<file path="src/rtl/fft_pkg.sv">
// fft_pkg
// Definitions shared by the FFT frame sequencer and its helpers.
//   DEF_DATA_W / DEF_N_POINT / DEF_LATENCY : default sample width, FFT size
//                                            and FFT pipeline latency
//   state_e    : sequencer states (IDLE / RUN / DRAIN)
//   sample_t   : one complex sample {re, im}
//   bit_reverse: reverses the low 'width' bits of a 16-bit value
package fft_pkg;

  localparam int DEF_DATA_W  = 16;
  localparam int DEF_N_POINT = 128;
  localparam int DEF_LATENCY = 268;

  typedef enum logic [1:0] {
    IDLE  = 2'd0,
    RUN   = 2'd1,
    DRAIN = 2'd2
  } state_e;

  typedef struct packed {
    logic signed [DEF_DATA_W-1:0] re;
    logic signed [DEF_DATA_W-1:0] im;
  } sample_t;

  // Shift the value out LSB-first into the result, one bit per index bit,
  // so the low 'width' bits of the result hold the mirrored index.
  function automatic logic [15:0] bit_reverse(input logic [15:0] value, input int width);
    logic [15:0] v;
    logic [15:0] r;
    v = value;
    r = '0;
    for (int i = 0; i < 16; i++) begin
      if (i < width) begin
        r = {r[14:0], v[0]};
        v = {1'b0, v[15:1]};
      end
    end
    return r;
  endfunction

endpackage

</file>
<file path="src/rtl/fft_inflight_q.sv">
// fft_inflight_q
// Small circular FIFO of frame start timestamps. One entry per frame that
// has been handed to the FFT but has not yet finished leaving it.
//   clk, reset : clock, asynchronous active-high reset (empties the queue)
//   push       : store push_ts as the newest entry
//   push_ts    : timestamp of the frame just started
//   pop        : drop the oldest entry
//   head       : oldest timestamp (meaningful only when empty is low)
//   empty      : no frames in flight
module fft_inflight_q #(
  parameter int DEPTH = 4,
  parameter int W     = 10
) (
  input  logic         clk,
  input  logic         reset,
  input  logic         push,
  input  logic [W-1:0] push_ts,
  input  logic         pop,
  output logic [W-1:0] head,
  output logic         empty
);

  localparam int PTR_W = (DEPTH > 1) ? $clog2(DEPTH) : 1;
  localparam int CNT_W = $clog2(DEPTH + 1);

  logic [W-1:0]     mem [DEPTH];
  logic [PTR_W-1:0] rd_ptr;
  logic [PTR_W-1:0] wr_ptr;
  logic [CNT_W-1:0] count;
  logic             full;
  logic             do_push;
  logic             do_pop;

  function automatic logic [PTR_W-1:0] next_ptr(input logic [PTR_W-1:0] p);
    return (p == PTR_W'(DEPTH - 1)) ? '0 : p + 1'b1;
  endfunction

  assign empty   = (count == '0);
  assign full    = (count == CNT_W'(DEPTH));
  assign do_pop  = pop && !empty;
  assign do_push = push && (!full || do_pop);
  assign head    = mem[rd_ptr];

  // Storage carries no reset; entries are only read while the count says
  // they hold a live timestamp.
  always_ff @(posedge clk) begin
    if (do_push) begin
      mem[wr_ptr] <= push_ts;
    end
  end

  always_ff @(posedge clk or posedge reset) begin
    if (reset) begin
      rd_ptr <= '0;
      wr_ptr <= '0;
      count  <= '0;
    end else begin
      if (do_push) begin
        wr_ptr <= next_ptr(wr_ptr);
      end
      if (do_pop) begin
        rd_ptr <= next_ptr(rd_ptr);
      end
      if (do_push && !do_pop) begin
        count <= count + 1'b1;
      end else if (do_pop && !do_push) begin
        count <= count - 1'b1;
      end
    end
  end

  // The depth is sized so the sequencer can never have more frames in
  // flight than there are slots.
  a_no_overflow: assert property (@(posedge clk) disable iff (reset) !(push && full && !pop));
  a_no_underflow: assert property (@(posedge clk) disable iff (reset) !(pop && empty));

endmodule

</file>
<file path="src/rtl/fft_frame_ctrl.sv">
// fft_frame_ctrl
// Frame sequencer around an FFT core: feeds the FFT gap-free with N_POINT
// samples per frame (start pulse on sample 0), follows every frame through
// the fixed FFT latency, and tags the FFT output with first/last/index.
// Runs cfg_frames frames (0 = until stop), drains, then pulses done.
//
// Build option: define FFT_FRAME_CTRL_BITREV_EN to make m_index the
// bit-reversed output sample count (bit-reversed-order FFT output);
// otherwise m_index counts 0..N_POINT-1.
//
// Ports
//   clk, reset            : clock, asynchronous active-high reset
//   go, stop, cfg_frames  : run control (go in IDLE, stop in RUN)
//   busy, done            : RUN/DRAIN indicator, end-of-run pulse
//   err_underrun          : sticky, a slot was issued without s_valid
//   frames_done           : output frames completed this run
//   s_valid/s_ready/s_re/s_im           : upstream sample stream
//   fft_start/fft_valid/fft_re/fft_im   : FFT input side (registered)
//   fft_out_re/fft_out_im               : FFT outputs
//   m_valid/m_first/m_last/m_index      : output tags (registered)
//   m_re/m_im                           : FFT outputs gated by m_valid
module fft_frame_ctrl
  import fft_pkg::*;
#(
  parameter int N_POINT = DEF_N_POINT,
  parameter int DATA_W  = DEF_DATA_W,
  parameter int LATENCY = DEF_LATENCY,
  localparam int IDX_W  = $clog2(N_POINT)
) (
  input  logic              clk,
  input  logic              reset,
  input  logic              go,
  input  logic              stop,
  input  logic [15:0]       cfg_frames,
  output logic              busy,
  output logic              done,
  output logic              err_underrun,
  output logic [15:0]       frames_done,
  input  logic              s_valid,
  output logic              s_ready,
  input  logic [DATA_W-1:0] s_re,
  input  logic [DATA_W-1:0] s_im,
  output logic              fft_start,
  output logic              fft_valid,
  output logic [DATA_W-1:0] fft_re,
  output logic [DATA_W-1:0] fft_im,
  input  logic [DATA_W-1:0] fft_out_re,
  input  logic [DATA_W-1:0] fft_out_im,
  output logic              m_valid,
  output logic              m_first,
  output logic              m_last,
  output logic [IDX_W-1:0]  m_index,
  output logic [DATA_W-1:0] m_re,
  output logic [DATA_W-1:0] m_im
);

  localparam int TS_W    = $clog2(LATENCY + N_POINT) + 1;
  localparam int Q_DEPTH = LATENCY / N_POINT + 2;

  localparam logic [1:0] S_IDLE  = IDLE;
  localparam logic [1:0] S_RUN   = RUN;
  localparam logic [1:0] S_DRAIN = DRAIN;

  logic [1:0]       state;
  logic [IDX_W-1:0] slot;
  logic [15:0]      cfg_lat;
  logic [15:0]      frames_issued;
  logic [15:0]      issued_next;
  logic             stop_lat;
  logic             in_run;
  logic             slot_last;
  logic             run_end;
  logic             drain_end;
  logic             go_accept;

  logic [TS_W-1:0]  ts_cnt;
  logic [TS_W-1:0]  ts_diff;
  logic             q_push;
  logic             q_pop;
  logic [TS_W-1:0]  q_head;
  logic             q_empty;

  logic             emitting;
  logic [IDX_W-1:0] emit_cnt;
  logic [IDX_W-1:0] emit_idx;
  logic [IDX_W-1:0] out_idx;
  logic             start_hit;
  logic             emit;
  logic             emit_last;

  assign in_run      = (state == S_RUN);
  assign go_accept   = (state == S_IDLE) && go;
  assign busy        = (state != S_IDLE);
  assign s_ready     = in_run;
  assign slot_last   = (slot == IDX_W'(N_POINT - 1));
  assign issued_next = frames_issued + 16'd1;
  // A stop arriving on the last slot itself still ends the run after it.
  assign run_end     = in_run && slot_last &&
                       (((cfg_lat != 16'd0) && (issued_next == cfg_lat)) || stop_lat || stop);

  // The timestamp recorded for a frame is the counter value on the edge that
  // issues its slot 0, so the first output sample is due exactly LATENCY
  // counts later. Modular subtraction makes counter wrap harmless.
  assign q_push    = in_run && (slot == '0);
  assign ts_diff   = ts_cnt - q_head;
  assign start_hit = !emitting && !q_empty && (ts_diff == TS_W'(LATENCY));
  assign emit      = emitting || start_hit;
  assign emit_idx  = emitting ? emit_cnt : '0;
  assign emit_last = emit && (emit_idx == IDX_W'(N_POINT - 1));
  assign q_pop     = emit_last;
  // The head is popped together with m_last being registered, so an empty
  // queue while m_last is visible means the final frame has left.
  assign drain_end = (state == S_DRAIN) && m_last && q_empty;

`ifdef FFT_FRAME_CTRL_BITREV_EN
  assign out_idx = IDX_W'(bit_reverse(16'(emit_idx), IDX_W));
`else
  assign out_idx = emit_idx;
`endif

  assign m_re = m_valid ? fft_out_re : '0;
  assign m_im = m_valid ? fft_out_im : '0;

  fft_inflight_q #(
    .DEPTH (Q_DEPTH),
    .W     (TS_W)
  ) u_inflight_q (
    .clk     (clk),
    .reset   (reset),
    .push    (q_push),
    .push_ts (ts_cnt),
    .pop     (q_pop),
    .head    (q_head),
    .empty   (q_empty)
  );

  // Input side: run-control FSM and the gap-free FFT feed. Every RUN cycle
  // issues a slot; a missing upstream sample is replaced by zeros.
  always_ff @(posedge clk or posedge reset) begin
    if (reset) begin
      state         <= S_IDLE;
      slot          <= '0;
      cfg_lat       <= '0;
      frames_issued <= '0;
      stop_lat      <= 1'b0;
      err_underrun  <= 1'b0;
      done          <= 1'b0;
      fft_start     <= 1'b0;
      fft_valid     <= 1'b0;
      fft_re        <= '0;
      fft_im        <= '0;
    end else begin
      done      <= 1'b0;
      fft_start <= 1'b0;
      fft_valid <= 1'b0;
      fft_re    <= '0;
      fft_im    <= '0;
      case (state)
        S_IDLE: begin
          if (go) begin
            state         <= S_RUN;
            cfg_lat       <= cfg_frames;
            err_underrun  <= 1'b0;
            slot          <= '0;
            frames_issued <= '0;
            stop_lat      <= 1'b0;
          end
        end
        S_RUN: begin
          fft_valid <= 1'b1;
          fft_start <= (slot == '0);
          if (s_valid) begin
            fft_re <= s_re;
            fft_im <= s_im;
          end else begin
            err_underrun <= 1'b1;
          end
          slot <= slot + 1'b1;
          if (stop) begin
            stop_lat <= 1'b1;
          end
          if (slot_last) begin
            frames_issued <= issued_next;
            stop_lat      <= 1'b0;
            if (run_end) begin
              state <= S_DRAIN;
            end
          end
        end
        S_DRAIN: begin
          if (drain_end) begin
            state <= S_IDLE;
            done  <= 1'b1;
          end
        end
        default: state <= S_IDLE;
      endcase
    end
  end

  // Output side: free-running timestamp counter and output frame tagging.
  always_ff @(posedge clk or posedge reset) begin
    if (reset) begin
      ts_cnt      <= '0;
      emitting    <= 1'b0;
      emit_cnt    <= '0;
      m_valid     <= 1'b0;
      m_first     <= 1'b0;
      m_last      <= 1'b0;
      m_index     <= '0;
      frames_done <= '0;
    end else begin
      ts_cnt  <= ts_cnt + 1'b1;
      m_valid <= emit;
      m_first <= emit && (emit_idx == '0);
      m_last  <= emit_last;
      m_index <= emit ? out_idx : '0;
      if (emit) begin
        emitting <= !emit_last;
        emit_cnt <= emit_idx + 1'b1;
      end
      if (go_accept) begin
        frames_done <= '0;
      end else if (emit_last) begin
        frames_done <= frames_done + 16'd1;
      end
    end
  end

endmodule

</file>
<file path="config.mk">
export PLATFORM = sky130hd
export DESIGN_NAME = fft_frame_ctrl
export DESIGN_NICKNAME = d
export VERILOG_FILES = /design/src/rtl/fft_pkg.sv /design/src/rtl/fft_inflight_q.sv /design/src/rtl/fft_frame_ctrl.sv
export SDC_FILE = /design/constraint.sdc
export NUM_CORES = 1
export LEC_CHECK = 0
export BUFFER_PORTS_ARGS = -buffer_cell sky130_fd_sc_hd__buf_2
export CAP_MARGIN = 10
export CORE_MARGIN = 2
export CORE_UTILIZATION = 49
export CTS_CLUSTER_SIZE = 16
export DETAILED_ROUTE_END_ITERATION = 10
export PLACE_DENSITY_LB_ADDON = 0.2
export SLEW_MARGIN = 40
export SYNTH_ARGS = -nofsm -noshare
export SYNTH_HDL_FRONTEND = slang
export SYNTH_SLANG_ARGS = --single-unit
</file>
<file path="constraint.sdc">
create_clock -name clk -period 4.1 [get_ports clk]
set_clock_uncertainty 0.2 [all_clocks]
set_input_delay 0.615 -clock clk [delete_from_list [all_inputs] [get_ports clk]]
set_output_delay 0.615 -clock clk [all_outputs]
set_load 0.05 [all_outputs]
</file>
# After elaboration in Yosys (flattened, before gate mapping)

Memory sizes are Yosys's and may differ from the RTL's.
Index checks and enable logic that the tools add are counted.

$add $sub $neg: 10
Eq/ne operators: 15
Muxes and demuxes: 36
Reductions and logical operators: 40

Operators by type and width:

| cell                                                                   | number |
|---|---|
| 16-bit 2-to-1 mux                                                      | 10 |
| 16-bit by 1-bit adder with 16-bit output, second input constant        | 2 |
| 16-bit one-hot mux with 2 select lines                                 | 1 |
| 7-bit 2-to-1 mux                                                       | 3 |
| 16-bit equality test                                                   | 1 |
| 16-bit nonzero test                                                    | 1 |
| 1-bit logical AND                                                      | 15 |
| 7-bit by 1-bit adder with 7-bit output, second input constant          | 2 |
| 7-bit equality test, second input constant                             | 2 |
| 7-bit logical NOT                                                      | 2 |
| 7-bit one-hot mux with 2 select lines                                  | 1 |
| 2-bit 2-to-1 mux                                                       | 6 |
| 10-bit by 1-bit adder with 10-bit output, second input constant        | 1 |
| 10-bit by 9-bit equality test with 1-bit output, second input constant | 1 |
| 1-bit 2-to-1 mux                                                       | 10 |
| 10-bit subtractor                                                      | 1 |
| 3-bit AND reduction                                                    | 3 |
| 2-bit nonzero test                                                     | 4 |
| 2-bit equality test, second input constant                             | 3 |
| 1-bit logical NOT                                                      | 6 |
| 3-bit 2-to-1 mux                                                       | 2 |
| 2-bit inequality test, second input constant                           | 3 |
| 2-bit one-hot mux with 3 select lines                                  | 1 |
| 2-bit by 1-bit adder with 2-bit output, second input constant          | 2 |
| other kinds (12)                                                       | 18 |

Register bits: 129
RAM bits: 40
Input bits: 85
Logic and storage cells: 124
Memories kept: 1

Memories:

| memory           | words | bits a word | rd ports | clocked after memory_dff | write ports | line                 | source |
|---|---|---|---|---|---|---|---|
| u_inflight_q.mem | 4     | 10          | 1        | 0                        | 1           | fft_inflight_q.sv:26 | `logic [W-1:0] mem [DEPTH];` |

# Logic depth before layout (Yosys ltp)

Gate-level depths: netlist of the first run.

Depth in word-level cells: 13
Depth in mapped cells: 14

# Modules after synthesis

From an unflattened synthesis of the first run, not the netlist that was laid out.

Cells, all modules: 715
Area total of the unflattened synthesis: 7911.3 um2

By module, submodules not included:

| module         | instances | cells each | area each (um2) | sequential area each (um2) |
|---|---|---|---|---|
| fft_frame_ctrl | 1         | 626        | 6025.8          | 3052.9 |
| fft_inflight_q | 1         | 89         | 1885.6          | 1376.3 |

# Worst setup path after synthesis of the first run

No wires, ideal clock.

Path kind: register to register
Start point: reg u_inflight_q.rd_ptr[0]
End point: reg emit_cnt[1]
Setup time: 0.125 ns
Arrival time: 3.330 ns
Slack: 0.445 ns
Stages on the path, launching flop included: 12
Clock period less this slack: 3.655 ns
Path through: dfrtp_1 buf_1 mux4_2 inv_1 ha_1 nor2b_4 o2111ai_1 a21oi_1 o311a_1 a211o_1 o31ai_4 mux2_4

Word-level cells in the longest chain between the ends: 5

Ends and longest elaborated chain:

| item                                            | line                  | source |
|---|---|---|
| start: declaration                              | fft_inflight_q.sv:27  | `logic [PTR_W-1:0] rd_ptr;` |
| start signal: assignment                        | fft_inflight_q.sv:62  | `rd_ptr <= next_ptr(rd_ptr);` |
| memory 4 x 10 bit                               | --                    |  |
| 10-bit subtractor                               | fft_frame_ctrl.sv:105 | `assign ts_diff = ts_cnt - q_head;` |
| 10-bit by 9-bit equality test with 1-bit output | fft_frame_ctrl.sv:106 | `assign start_hit = !emitting && !q_empty && (ts_diff == TS_W'(LATENCY));` |
| 1-bit logical AND                               | fft_frame_ctrl.sv:106 |  |
| 1-bit logical OR                                | fft_frame_ctrl.sv:107 | `assign emit = emitting \|\| start_hit;` |
| via emit                                        | fft_frame_ctrl.sv:88  | `logic emit;` |
| end signal: assignment                          | fft_frame_ctrl.sv:220 | `emit_cnt <= emit_idx + 1'b1;` |
| end: declaration                                | fft_frame_ctrl.sv:84  | `logic [IDX_W-1:0] emit_cnt;` |

The timed path passes the listed nets, and every way through them passes these cells.
A chain may end at the register's enable or synchronous reset.

# Final worst setup path of the first run

Ends and elaborated chain as after synthesis.

==> flow_summary_export.csv, run 1 <==
group,metric,value,unit
global_routing,first_global_vias,5784,
floorplan,num_rows,46,
power,p_clk_frac,0.462,
logic_synthesis,synth_top_area_share,0.406,
finish,final_common_cell,"buf_2",
cts,cts_setup_buffers,0,
worst_setup_path,required,4.21,ns
power,vdd_drop_max,0.406,mV
logic_synthesis,yosys_warnings,0,
logic_synthesis,post_synth.cell_area_avg,11.1,sq um
detailed_routing,ant_nets,0,
cts,numCtsBuffers,17,
global_routing,grt_usage,0.205,
floorplan,die_y,131,um
floorplan,die_area,17300,sq um
cts,cts_root_buffer,"clkbuf_16",
power,combPwrFrac,0.022,
global_routing,grt-busiest-layer,"met2",
finish,drive_above_1_share,0.279,
timing,tns,0,ns
cts,cts_hold_buf,0,
worst_setup_path,timing.rr.end,"emit_cnt[1]",
global_routing,use_met3,0.0644,
cts,clockBufferDepth,2,
min_path,min_path_type,"in -> async",
logic_synthesis,yosysSeqAreaShare,0.557,
finish,final.fill_count,1310,
cts,cts.clk_slew.worst_paths,0.07,ns
timing,hold_violations,0,
worst_setup_path,startpoint_type,"register",
placement,dpl_worst_slack,0.480,ns
logic_synthesis,synth_cell_types,70,
timing,setup_violations,0,
detailed_routing,wire_per_inst,15.2,um
timing,rsz0062_at_grt,"no",
status,status,"finished, final reports clean",
cts,cts.sinks,169,
worst_setup_path,timing.rr.start,"u_inflight_q.rd_ptr[0]",
detailed_routing,vias,5917,
worst_setup_path,rrSetupSlack,0.52,ns
power,p_switching,0.763,mW
placement,gp_congestion,0.823,
power,power_density,344,nW/um^2
cts,clk_latency,0.43,ns
timing,fin_ws,0.519,ns
global_routing,met2_usage,0.325,
global_routing,use_met1,0.264,
timing,fmax,279,MHz
finish,instances_no_fill,1123,
power,p_total,3.32,mW
placement,detailed_place_hpwl,12200,um
finish,final_area,9650,sq um
finish,num-nets-final,1002,
cts,cts_resized,0,
power,p_int,2.56,mW
detailed_routing,drc,0,
global_routing,grt_max_degree,69,
logic_synthesis,async_reset_ff_frac,0.763,
global_routing,grt.overflow.total,0,
placement,placed_area,9070,sq um
power,switching_share,0.230,
detailed_routing,firstDrtPassIters,4,
timing,tightest_slew,0.718,ns
logic_synthesis,netlist_top_cells_area,"dfrtp_1 (41%), edfxtp_1 (15%), and2_1 (4.0%)",
floorplan,core-area,15900,sq um
worst_setup_path,cp_data_arrival_time,3.69,ns
placement,numPortBuffers,180,
cts,htree_num_levels,4,
detailed_routing,wirelength,17100,um
global_routing,antenna_found_initial,0,
worst_setup_path,rr_worst_depth,10,
timing,slew_headroom,0.520,
global_routing,grt_pass1_wl,28300,um
logic_synthesis,synth-edff-count,40,
worst_setup_path,crit_path_start,"u_inflight_q.rd_ptr[0]",
worst_setup_path,crit_path_end_kind,"register",
power,seq_power_share,0.517,
timing,period_share,0.874,
finish,seq_area,4430,sq um
detailed_routing,dr.first_iter.drc_count,355,
worst_setup_path,cp_max_fo,9,
finish,num_antenna_cells,0,
floorplan,io_pins,181,
floorplan,die_w,131,um
worst_setup_path,crit_path_end,"emit_cnt[1]",
logic_synthesis,synthCells,717,
worst_setup_path,path_class,"reg -> reg",
cts,cts_tree,"built",
detailed_routing,via_per_inst,5.27,
timing,min_period,3.58,ns
finish,multi_input_area,3300,sq um
floorplan,start_util,0.501,
logic_synthesis,synth_seq_cells,169,
finish,area_growth,21.3,%
logic_synthesis,yosysTopAreaCell,"dfrtp_1",
placement,dpl.cell_count,1091,
logic_synthesis,synth_ff_type,"dfrtp_1",
power,cellLeakagePower,4.62,nW
logic_synthesis,syn_area,7950,sq um
run,maxCapViolCount,0,
timing,slew_viol_final,0,
logic_synthesis,syn_nets,825,
finish,mostFrequentLayoutCells,"buf_2 (180), dfrtp_1 (129), nand2_1 (85)",
==> power groups by stage <==
| stage | Sequential, mW | Combinational, mW | Clock [mW] |
|---|---|---|---|
| after floorplan | 1.75 | 0.0222 | 0 |
| after global placement | 1.75 | 0.0728 | 0 |
| after detailed placement | 1.75 | 0.0736 | 0 |
| after CTS | 1.72 | 0.0737 | 1.57 |
| after global routing | 1.71 | 0.0812 | 1.64 |
| final | 1.72 | 0.0714 | 1.53 |
==> state kept, by name, summed over array words and instances (netlist names), 2 cells and up <==
signal / count
frames_issued: 16
m_index: 7
cfg_lat: 16
fft_re: 16
u_inflight_q.count: 3
slot: 7
frames_done: 16
u_inflight_q.mem: 40
emit_cnt: 7
u_inflight_q.rd_ptr: 2
u_inflight_q.wr_ptr: 2
fft_im: 16
ts_cnt: 10
state: 2
==> Yosys cell counts, types with 12 or more instances <==
library cell    n
a21oi_1        17
and2_1         51
and3_1         40
clkbuf_1       20
dfrtp_1       129
edfxtp_1       40
ha_1           22
inv_1          27
nand2_1        85
nand3_1        23
nand4_1        13
nor2_1         45
o21ai_0        33
o31ai_1        12
xnor2_1        30
xor2_1         24
==> layout make-up <==
type / instances / share of cell area
repair buffers: 187 / 0.100
multi-input cells: 491 / 0.342
clock inverters: 15 / 0.0156
flip-flops and latches: 169 / 0.459
well taps: 216 / 0.0280
clock buffers: 17 / 0.0441
inverters: 28 / 0.0113
==> metal layers <==
metal | vias up | part of all wire
li1 | 2877 | -
met5 | - | 0
met2 | 215 | 0.47
met3 | 27 | 0.072
met1 | 2798 | 0.43
met4 | 0 | 0.022
==> metrics by stage <==
step	util	hold WS (ns)
after global placement	0.571	0.275
after CTS	0.608	0.0876
after detailed placement	0.571	0.275
after global routing	0.608	0.128
after floorplan	-	0.247
final	0.608	0.0843
==> kinds of logic (layout without fill, tap and decap cells) <==
logic type                 Yosys count  after routing  share of synthesized area
and+or+nand+nor                    303            303                      0.202
DFF                                169            169                      0.557
AOI/OAI and AO/OA                   94             94                     0.0780
buffers and inverters               57            247                     0.0283
xor gates and xnor gates            54             54                     0.0595
adders and majority gates           23             23                     0.0371
muxes                               17             17                     0.0382
==> worst min-delay path by stage <==
stage / from / depth (start not counted) / slack (ns) / endpoint
detailed placement: state[0] / 1 / 0.27 / done
global placement: state[0] / 1 / 0.28 / done
floorplan: state[0] / 1 / 0.25 / done
CTS: reset / 2 / 0.09 / fft_re[5]
finish: reset / 2 / 0.08 / fft_re[9]
global route: reset / 2 / 0.13 / fft_valid
==> worst max-delay path: stages (launching register included) <==
cell and delay (ns):
dfrtp_1 0.60, buf_4 0.25, mux4_2 0.51, inv_1 0.07
ha_1 0.27, a21o_1 0.19, a211oi_1 0.23, o21ai_1 0.13
o221a_1 0.30, o31ai_4 0.39, mux2_4 0.33
(Power assumes the default switching activity.)
==> run 2: changes to the inputs <==
--- a/config.mk
+++ b/config.mk
@@ -12,6 +12,7 @@
 export CTS_CLUSTER_SIZE = 16
 export DETAILED_ROUTE_END_ITERATION = 10
 export PLACE_DENSITY_LB_ADDON = 0.2
+export REMOVE_ABC_BUFFERS = 1
 export SLEW_MARGIN = 40
 export SYNTH_ARGS = -nofsm -noshare
 export SYNTH_HDL_FRONTEND = slang
==> run 2 against run 1 <==
Final cell count down 0.18%. Wire length down 2.6%. Final area down 0.29%. Via count down 1.6%. Flip-flop and latch count unchanged. Register-to-register slack worse by 0.15 ns. Fmax down 3.9%. Combinational power down 0.8%. Count of clock-buffer cells in the layout up 3. Global-route usage down 0.34 points. Critical endpoint unchanged. Largest power group unchanged.
==> flow_summary_export.csv, run 2 (same netlist as run 1, synthesis figures left out) <==
group,metric,value,unit
timing,tightest_slew,0.690,ns
detailed_routing,firstDrtPassIters,5,
floorplan,start_util,0.501,
timing,min_period,3.73,ns
power,vdd_drop_max,0.293,mV
placement,detailed_place_hpwl,11800,um
floorplan,die_w,131,um
worst_setup_path,timing.rr.start,"u_inflight_q.rd_ptr[0]",
floorplan,die_area,17300,sq um
worst_setup_path,required,4.22,ns
finish,area_growth,21.0,%
min_path,min_path_type,"in -> async",
finish,final_area,9620,sq um
finish,num_antenna_cells,0,
timing,setup_violations,0,
floorplan,core-area,15900,sq um
placement,numPortBuffers,180,
timing,period_share,0.909,
cts,cts.clk_slew.worst_paths,0.07,ns
cts,clk_latency,0.43,ns
worst_setup_path,cp_max_fo,13,
cts,cts_tree,"built",
finish,final_common_cell,"buf_2",
run,maxCapViolCount,0,
global_routing,antenna_found_initial,0,
finish,num-nets-final,1000,
global_routing,use_met3,0.0409,
global_routing,grt_usage,0.201,
placement,placed_area,9060,sq um
global_routing,grt.overflow.total,0,
global_routing,grt_pass1_wl,28200,um
worst_setup_path,timing.rr.end,"emit_cnt[1]",
worst_setup_path,crit_path_end_kind,"register",
global_routing,grt_max_degree,75,
worst_setup_path,crit_path_start,"u_inflight_q.rd_ptr[0]",
floorplan,die_y,131,um
detailed_routing,dr.first_iter.drc_count,369,
timing,rsz0062_at_grt,"no",
detailed_routing,vias,5820,
finish,largest-register,"u_inflight_q.mem",
cts,cts.sinks,169,
timing,slew_headroom,0.540,
cts,numCtsBuffers,17,
worst_setup_path,rrSetupSlack,0.37,ns
global_routing,grt-busiest-layer,"met2",
detailed_routing,wire_per_inst,14.8,um
cts,cts_root_buffer,"clkbuf_16",
power,power_density,344,nW/um^2
global_routing,first_global_vias,5650,
cts,cts_setup_buffers,0,
power,p_total,3.31,mW
finish,mostFrequentLayoutCells,"buf_2 (180), dfrtp_1 (129), nand2_1 (85)",
worst_setup_path,startpoint_type,"register",
worst_setup_path,path_class,"reg -> reg",
worst_setup_path,crit_path_end,"emit_cnt[1]",
detailed_routing,drc,0,
worst_setup_path,rr_worst_depth,10,
status,status,"finished, final reports clean",
finish,drive_above_1_share,0.277,
timing,slew_viol_final,0,
cts,htree_num_levels,4,
detailed_routing,via_per_inst,5.19,
finish,largest_register_ffs,40,
power,cellLeakagePower,4.61,nW
worst_setup_path,cp_data_arrival_time,3.84,ns
floorplan,num_rows,46,
global_routing,met2_usage,0.336,
cts,cts_hold_buf,0,
timing,fmax,268,MHz
timing,hold_violations,0,
detailed_routing,ant_nets,0,
global_routing,use_met1,0.264,
floorplan,io_pins,181,
cts,clockBufferDepth,2,
detailed_routing,wirelength,16600,um
placement,gp_congestion,0.858,
cts,cts_resized,0,
==> run 2: through the flow <==
stage / hold WS, ns / instances / utilization / setup WS (ns) / setup TNS [ns]
after floorplan: 0.247 / 688 / - / -0.156 / -20.12
after global placement: 0.260 / 1089 / 0.570 / 0.420 / 0
after detailed placement: 0.265 / 1089 / 0.570 / 0.343 / 0
after CTS: 0.131 / 1121 / 0.606 / 0.316 / 0
after global routing: 0.171 / 1121 / 0.606 / 0.121 / 0
final: 0.107 / 1121 / 0.606 / 0.373 / 0
==> run 2: how the worst min path moves through the flow <==
stage	startpoint	end	slack [ns]
6_report	reset	cfg_lat[12]	0.11
3_5_place_dp	err_underrun	err_underrun	0.26
5_1_grt	reset	cfg_lat[12]	0.17
2_1_floorplan	state[0]	done	0.25
3_3_place_gp	err_underrun	err_underrun	0.26
4_1_cts	reset	cfg_lat[15]	0.13
==> run 2: layout make-up <==
class                   count  area, sq um
inverters                  28          110
clock inverters            12          105
fillers                  1359         6260
well taps                 216          270
clock buffers              20          457
multi-input cells         491         3300
repair buffers            185          951
flip-flops and latches    169         4430
==> run 2: report_power, final <==
part | internal [mW] | leakage [nW] | switching (mW)
registers | 1.72 | 1.88 | 0.000188
logic | 0.0307 | 2.46 | 0.0401
clock network | 0.825 | 0.277 | 0.698
==> run 2: metal layers <==
| metal | part of all wire | wire, um | vias up |
|---|---|---|---|
| li1 | - | - | 2864 |
| met3 | 0.034 | 561 | 17 |
| met2 | 0.50 | 8340 | 101 |
| met1 | 0.45 | 7470 | 2838 |
| met5 | 0 | 0 | - |
| met4 | 0.015 | 252 | 0 |
==> run 2: worst max-delay path, stage by stage, from the launching register on <==
cell       delay [ns]
dfrtp_1          0.76
mux4_2           0.58
inv_1            0.07
ha_1             0.22
nor2b_4          0.13
o2111ai_1        0.22
a21oi_1          0.12
o311a_1          0.32
a211o_1          0.30
o31ai_4          0.36
mux2_4           0.33
